--- src/rtl/xg_scoreboard_pkg.sv ---
// Shared constants and types for the xg scoreboard / forwarding block.
// Holds the default widths, the forwarding-select encoding and the ALU-ready stage.
package xg_scoreboard_pkg;

    localparam int XG_XLEN         = 32;
    localparam int XG_RFIDX_WIDTH  = 5;
    localparam int SEL_WIDTH       = 3;
    localparam int ALU_READY_STAGE = 1;

    typedef logic [SEL_WIDTH-1:0] sel_t;

    localparam sel_t SEL_RF = '0;

    // Select code for tracked stage k (stage k is reported as k+1, 0 means register file).
    function automatic sel_t stage_sel(input int k);
        return sel_t'(k + 1);
    endfunction

endpackage

--- src/rtl/xg_fwd_pick.sv ---
// Priority search over the tracked stages for one source register.
// Returns the select code of the youngest producer and whether its result is usable yet.
module xg_fwd_pick
    import xg_scoreboard_pkg::*;
#(
    parameter int DEPTH       = 3,
    parameter int RFIDX_WIDTH = XG_RFIDX_WIDTH,
    parameter int LOAD_LAT    = 2
) (
    input  logic [RFIDX_WIDTH-1:0]       src,
    input  logic                         used,
    input  logic [DEPTH-1:0]             valid,
    input  logic [DEPTH-1:0]             regwrite,
    input  logic [DEPTH-1:0]             load,
    input  logic [DEPTH*RFIDX_WIDTH-1:0] rd,
    output sel_t                         sel,
    output logic                         ready
);

    // Readiness is judged on the select position (k+1): an ALU result at stage 0 can be
    // forwarded to decode, a load result only once it has reached position LOAD_LAT.
    always_comb begin
        // NOTE: every combinational output gets a default first, so no path leaves it unassigned (no latch).
        sel   = SEL_RF;
        ready = 1'b1;
        if (used && (src != '0)) begin
            // Scan oldest to youngest so the youngest matching stage is the last one written.
            for (int k = DEPTH - 1; k >= 0; k--) begin
                if (valid[k] && regwrite[k] && (rd[k*RFIDX_WIDTH +: RFIDX_WIDTH] == src)) begin
                    sel   = stage_sel(k);
                    ready = ((k + 1) >= ALU_READY_STAGE) && !(load[k] && ((k + 1) < LOAD_LAT));
                end
            end
        end
    end

endmodule

--- src/rtl/xg_scoreboard.sv ---
// Pipeline scoreboard: tracks in-flight writers, forwards operands and raises load-use stalls.
// Forwarding and stall are purely combinational; only the stage register and stall counter are state.
module xg_scoreboard
    import xg_scoreboard_pkg::*;
#(
    parameter int XLEN        = XG_XLEN,
    parameter int RFIDX_WIDTH = XG_RFIDX_WIDTH,
    parameter int DEPTH       = 3,
    parameter int LOAD_LAT    = 2
) (
    input  logic                   clk,
    input  logic                   reset,
    input  logic                   issue_valid,
    input  logic                   issue_regwrite,
    input  logic                   issue_load,
    input  logic [RFIDX_WIDTH-1:0] issue_rd,
    input  logic [RFIDX_WIDTH-1:0] rs1,
    input  logic [RFIDX_WIDTH-1:0] rs2,
    input  logic                   use1,
    input  logic                   use2,
    input  logic [XLEN-1:0]        rf1,
    input  logic [XLEN-1:0]        rf2,
    input  logic [DEPTH*XLEN-1:0]  stage_data,
    input  logic                   flush,
    output logic [XLEN-1:0]        opa,
    output logic [XLEN-1:0]        opb,
    output logic [2:0]             sel1,
    output logic [2:0]             sel2,
    output logic                   stall,
    output logic [31:0]            stall_cnt
);

    logic [DEPTH-1:0]             st_valid;
    logic [DEPTH-1:0]             st_regwrite;
    logic [DEPTH-1:0]             st_load;
    logic [DEPTH*RFIDX_WIDTH-1:0] st_rd;

    sel_t pick_sel1, pick_sel2;
    logic ready1, ready2;

    xg_fwd_pick #(
        .DEPTH       (DEPTH),
        .RFIDX_WIDTH (RFIDX_WIDTH),
        .LOAD_LAT    (LOAD_LAT)
    ) u_pick1 (
        .src      (rs1),
        .used     (use1),
        .valid    (st_valid),
        .regwrite (st_regwrite),
        .load     (st_load),
        .rd       (st_rd),
        .sel      (pick_sel1),
        .ready    (ready1)
    );

    xg_fwd_pick #(
        .DEPTH       (DEPTH),
        .RFIDX_WIDTH (RFIDX_WIDTH),
        .LOAD_LAT    (LOAD_LAT)
    ) u_pick2 (
        .src      (rs2),
        .used     (use2),
        .valid    (st_valid),
        .regwrite (st_regwrite),
        .load     (st_load),
        .rd       (st_rd),
        .sel      (pick_sel2),
        .ready    (ready2)
    );

    // Forwarded stage data wins over the register file, which also covers a WB-stage write.
    function automatic logic [XLEN-1:0] fwd_mux(input sel_t sel, input logic [RFIDX_WIDTH-1:0] src,
                                                input logic [XLEN-1:0] rf,
                                                input logic [DEPTH*XLEN-1:0] data);
        logic [XLEN-1:0] op;
        op = rf;
        for (int k = 0; k < DEPTH; k++) begin
            if (sel == stage_sel(k)) op = data[k*XLEN +: XLEN];
        end
        if (src == '0) op = '0;
        return op;
    endfunction

    always_comb begin
        sel1  = reset ? SEL_RF : pick_sel1;
        sel2  = reset ? SEL_RF : pick_sel2;
        opa   = fwd_mux(sel1, rs1, rf1, stage_data);
        opb   = fwd_mux(sel2, rs2, rf2, stage_data);
        stall = !reset && issue_valid && !flush && (!ready1 || !ready2);
    end

    // A flush squashes only the decode slot; the entry leaving stage 0 is the branch and moves on.
    always_ff @(posedge clk) begin
        if (reset) begin
            st_valid  <= '0;
            stall_cnt <= '0;
        end else begin
            // NOTE: sequential state uses non-blocking assignments so all stages shift from pre-edge values.
            st_valid <= {st_valid[DEPTH-2:0], issue_valid && !stall && !flush};
            if (stall && (stall_cnt != 32'hFFFF_FFFF)) stall_cnt <= stall_cnt + 32'd1;
        end
    end

    // NOTE: payload fields are not reset; they are only ever observed through their valid bit.
    always_ff @(posedge clk) begin
        st_regwrite <= {st_regwrite[DEPTH-2:0], issue_regwrite};
        st_load     <= {st_load[DEPTH-2:0], issue_load};
        st_rd       <= {st_rd[(DEPTH-1)*RFIDX_WIDTH-1:0], issue_rd};
    end

endmodule

--- config.mk ---
export PLATFORM = sky130hd
export DESIGN_NAME = xg_scoreboard
export DESIGN_NICKNAME = d
export VERILOG_FILES = /design/src/rtl/xg_scoreboard_pkg.sv /design/src/rtl/xg_fwd_pick.sv /design/src/rtl/xg_scoreboard.sv
export SDC_FILE = /design/constraint.sdc
export NUM_CORES = 1
export LEC_CHECK = 0
export CAP_MARGIN = 15
export CORE_ASPECT_RATIO = 2
export CORE_MARGIN = 3
export CORE_UTILIZATION = 42
export DETAILED_ROUTE_END_ITERATION = 12
export PLACE_DENSITY_LB_ADDON = 0.15
export SLEW_MARGIN = 10
export SYNTH_ARGS = -nofsm -noshare
export SYNTH_HDL_FRONTEND = slang
export SYNTH_SLANG_ARGS = --single-unit
--- constraint.sdc ---
create_clock -name clk -period 6.65 [get_ports clk]
set_clock_uncertainty 0.1 [all_clocks]
set_input_delay 0.9975 -clock clk [delete_from_list [all_inputs] [get_ports clk]]
set_output_delay 0.9975 -clock clk [all_outputs]
set_load 0.005 [all_outputs]
==> results by group <==
Yosys
  – Avg Inst Size Synth: just under 8 µm²
  – Number of flops mapped to enable cells by yosys: 0
  – Count leader, synth: o22a_1
  – Async SR Flop Fraction: 0
  – YS warnings: 0
  – Area of the mapped netlist: approximately 4800 µm²
  – Seq/Total Area, Yosys: 0.2267
  – Most frequent cells after synthesis: o22a_1 (62), a21oi_1 (57), dfxtp_1 (54)
  – Synth area leaders: dfxtp_1 (23%), o22a_1 (11%), a32o_1 (6.5%)
  – Synth Instances: 616
  – Yosys reg bits: 54
  – Distinct cells, synth: 54
  – Synth top area share: 0.2267
  – Predominant post-synthesis flop cell: dfxtp_1
  – Synth area leader: dfxtp_1

Clock network
  – Clock Latency Late Sink: 0.30 ns
  – Clk sink count: 54
  – Clock tree buffer depth: 2
  – Clk slew on worst S/H paths: roughly 0.08 ns
  – Post-CTS sizing: 0
  – Root Buffer: clkbuf_16
  – CTS buffer count: 5
  – H-Tree Depth: 2
  – CTS tree: built
  – CTS Hold Bufs: 0
  – Setup bufs post-CTS: 0

Placed design
  – RePlAce Congestion: ~1.0
  – Area after DPL: around 7600 µm²
  – Hpwl dp: 18,220 µm
  – Input/output buffers: about 280
  – Number of placed cells counting well taps: 989

Drt
  – Wire length per cell: ~24 µm
  – DRC errors left: 0
  – Avg Vias per Cell: about 6.6
  – Vias: 6,573
  – Total Wirelength: between 20,000 and 25,000 µm
  – TritonRoute pass-1 iters: 6
  – Post-detailed-route count of antenna-violating nets: 0
  – DR iter-0 viols: approximately 500

Floorplan
  – Row count: 54
  – I/O pins: about 290
  – Die Y: about 160 µm
  – Die width: 81.35 µm
  – Initial Util: 0.4330
  – Die ar.: between 10,000 and 15,000 µm²
  – Core box area: roughly 11,000 µm²

Critical path
  – CP required: around 5.6 ns
  – Worst-path maximum fanout: 18
  – Crit path DAT: ~4.5 ns
  – CP Class: in2out
  – Startpoint class of the critical path: primary input
  – Setup crit end kind: output pin

GRT
  – Largest net degree at the start of global routing: 58
  – GRT met2 Usage: 0.6346
  – Total GRT Usage: 0.3597
  – Gr busiest metal: met2
  – First-pass GRT wire length: ~35,000 µm
  – Number of global-route vias before repair: around 6,600
  – Met3 Use GR: 0.07546
  – Initial antenna violation count: 2
  – GR Layer Usage met1: 0.3892
  – GR Overflow Total: 0

STA
  – Final hold vios: 0
  – Fmax achieved: about 180 MHz
  – Pins Over Slew Limit: 0
  – Rel. slew slack: 0.3717
  – RSZ-0062 raised after global routing: false
  – Setup TNS: 0 ns
  – Fin crit share: 0.8374
  – Least-Margin Pin Slew: about 0.94 ns
  – Setup Viol. Count Final: 0
  – Post-layout minimum cycle time: ~5.6 ns

Min path
  – Worst min-delay path class: reg2reg

Pwr
  – P per Cell Area: 121.2 nW/µm²
  – Leakage: ~2.8 nW
  – Peak VDD IR: roughly 0.12 mV

Finish
  – Post-route cell area: 7802 µm²
  – Area grow syn2layout: 63.63%
  – Ratio of cells with drive above 1 in the final layout: 0.04667
  – Final cell count without fillers: 998
  – Nets: roughly 1,000
  – Post-layout util: 0.7085

Run
  – Max-cap viol count: 0

Outcome
  – Status: complete, no violations
[per-layer routing]
layer	wire length [µm]	share of wire
met2	12300	0.51
met5	13	0.00054
met3	2310	0.096
met4	1407	0.059
met1	7960	0.33
[worst max-delay path: stages]
cell and delay [ns]:
clkdlybuf4s50_1 0.51, xor2_1 0.19, nor4_1 0.60, nand2_1 0.33, nand3_1 0.61, buf_4 0.37
o22a_1 0.20, a22o_1 0.13, clkdlybuf4s50_1 0.52
[registers in the layout, summed over array words and instances (netlist names)]
register,cells
st_load,1
st_rd,15
st_regwrite,3
st_valid,3
stall_cnt,32
[layout make-up]
| class | count | area (µm²) |
|---|---|---|
| Tap cell | 140 | 175.2 |
| Multi-Input combinational cell | 490 | 3386 |
| Inverter | 7 | 26.28 |
| Clock buffer | 5 | 125.1 |
| Antenna cell | 1 | 2.502 |
| Sequential cell | 54 | 1081 |
| Clock inverter | 3 | 48.80 |
| Fill cell | 948 | 3211 |
| Timing Repair Buffer | 298 | 2958 |
[power by group]
part	internal, mW	total (mW)	switching (mW)
Combinational	0.196	0.302	0.107
Clock	0.180	0.307	0.127
Sequential	0.330	0.336	0.00587
Total	0.706	0.945	0.240
[logic make-up (layout without fill, tap and decap cells)]
group / count (synthesis) / after routing / share of synthesized area
muxes: 8 / 8 / 0.01837
xor gates and xnor gates: 30 / 30 / 0.05510
DFF: 54 / 54 / 0.2267
and+or+nand+nor: 162 / 162 / 0.1876
AOI/OAI and AO/OA: 287 / 287 / 0.4419
buffers and inverters: 73 / 313 / 0.06691
adders and majority gates: 1 / 1 / 0.002624
other: 1 / 3 / 0.0007864
[cell usage in the layout, fill, tap and decap left out, drive strengths merged, types with 15 or more instances in the layout]
cell,n
nor2,15
o31ai,17
a32o,31
a22o,31
o22ai,31
nand2,48
clkdlybuf4s50,283
or4,20
o21ai,38
o22a,62
xor2,19
buf,15
a21oi,57
dfxtp,54
[per-stage QoR]
stage	power (mW)	worst slack [ns]	hold slack, ns
finish	0.9453	1.082	0.2597
detailed placement	0.6404	1.117	0.2428
global route	0.9742	0.9121	0.2705
CTS	0.9454	1.092	0.2579
floorplan	0.4434	2.745	0.2306
global placement	0.6364	1.169	0.2405
[path summary, 6_finish.rpt]
kind / start / to / slack (ns) / depth (start not counted)
worst max-delay path: rs2[4] / opb[31] / 1.08 / 9
worst max register to register: st_rd[0]$_DFF_P_ / stall_cnt[15]$_SDFFE_PP0P_ / 3.65 / 6
worst min-delay path: st_regwrite[0]$_DFF_P_ / st_regwrite[1]$_DFF_P_ / 0.26 / 0
worst min register to register: st_regwrite[0]$_DFF_P_ / st_regwrite[1]$_DFF_P_ / 0.26 / 0
No activity file was read; power rests on OpenSTA's default activity.
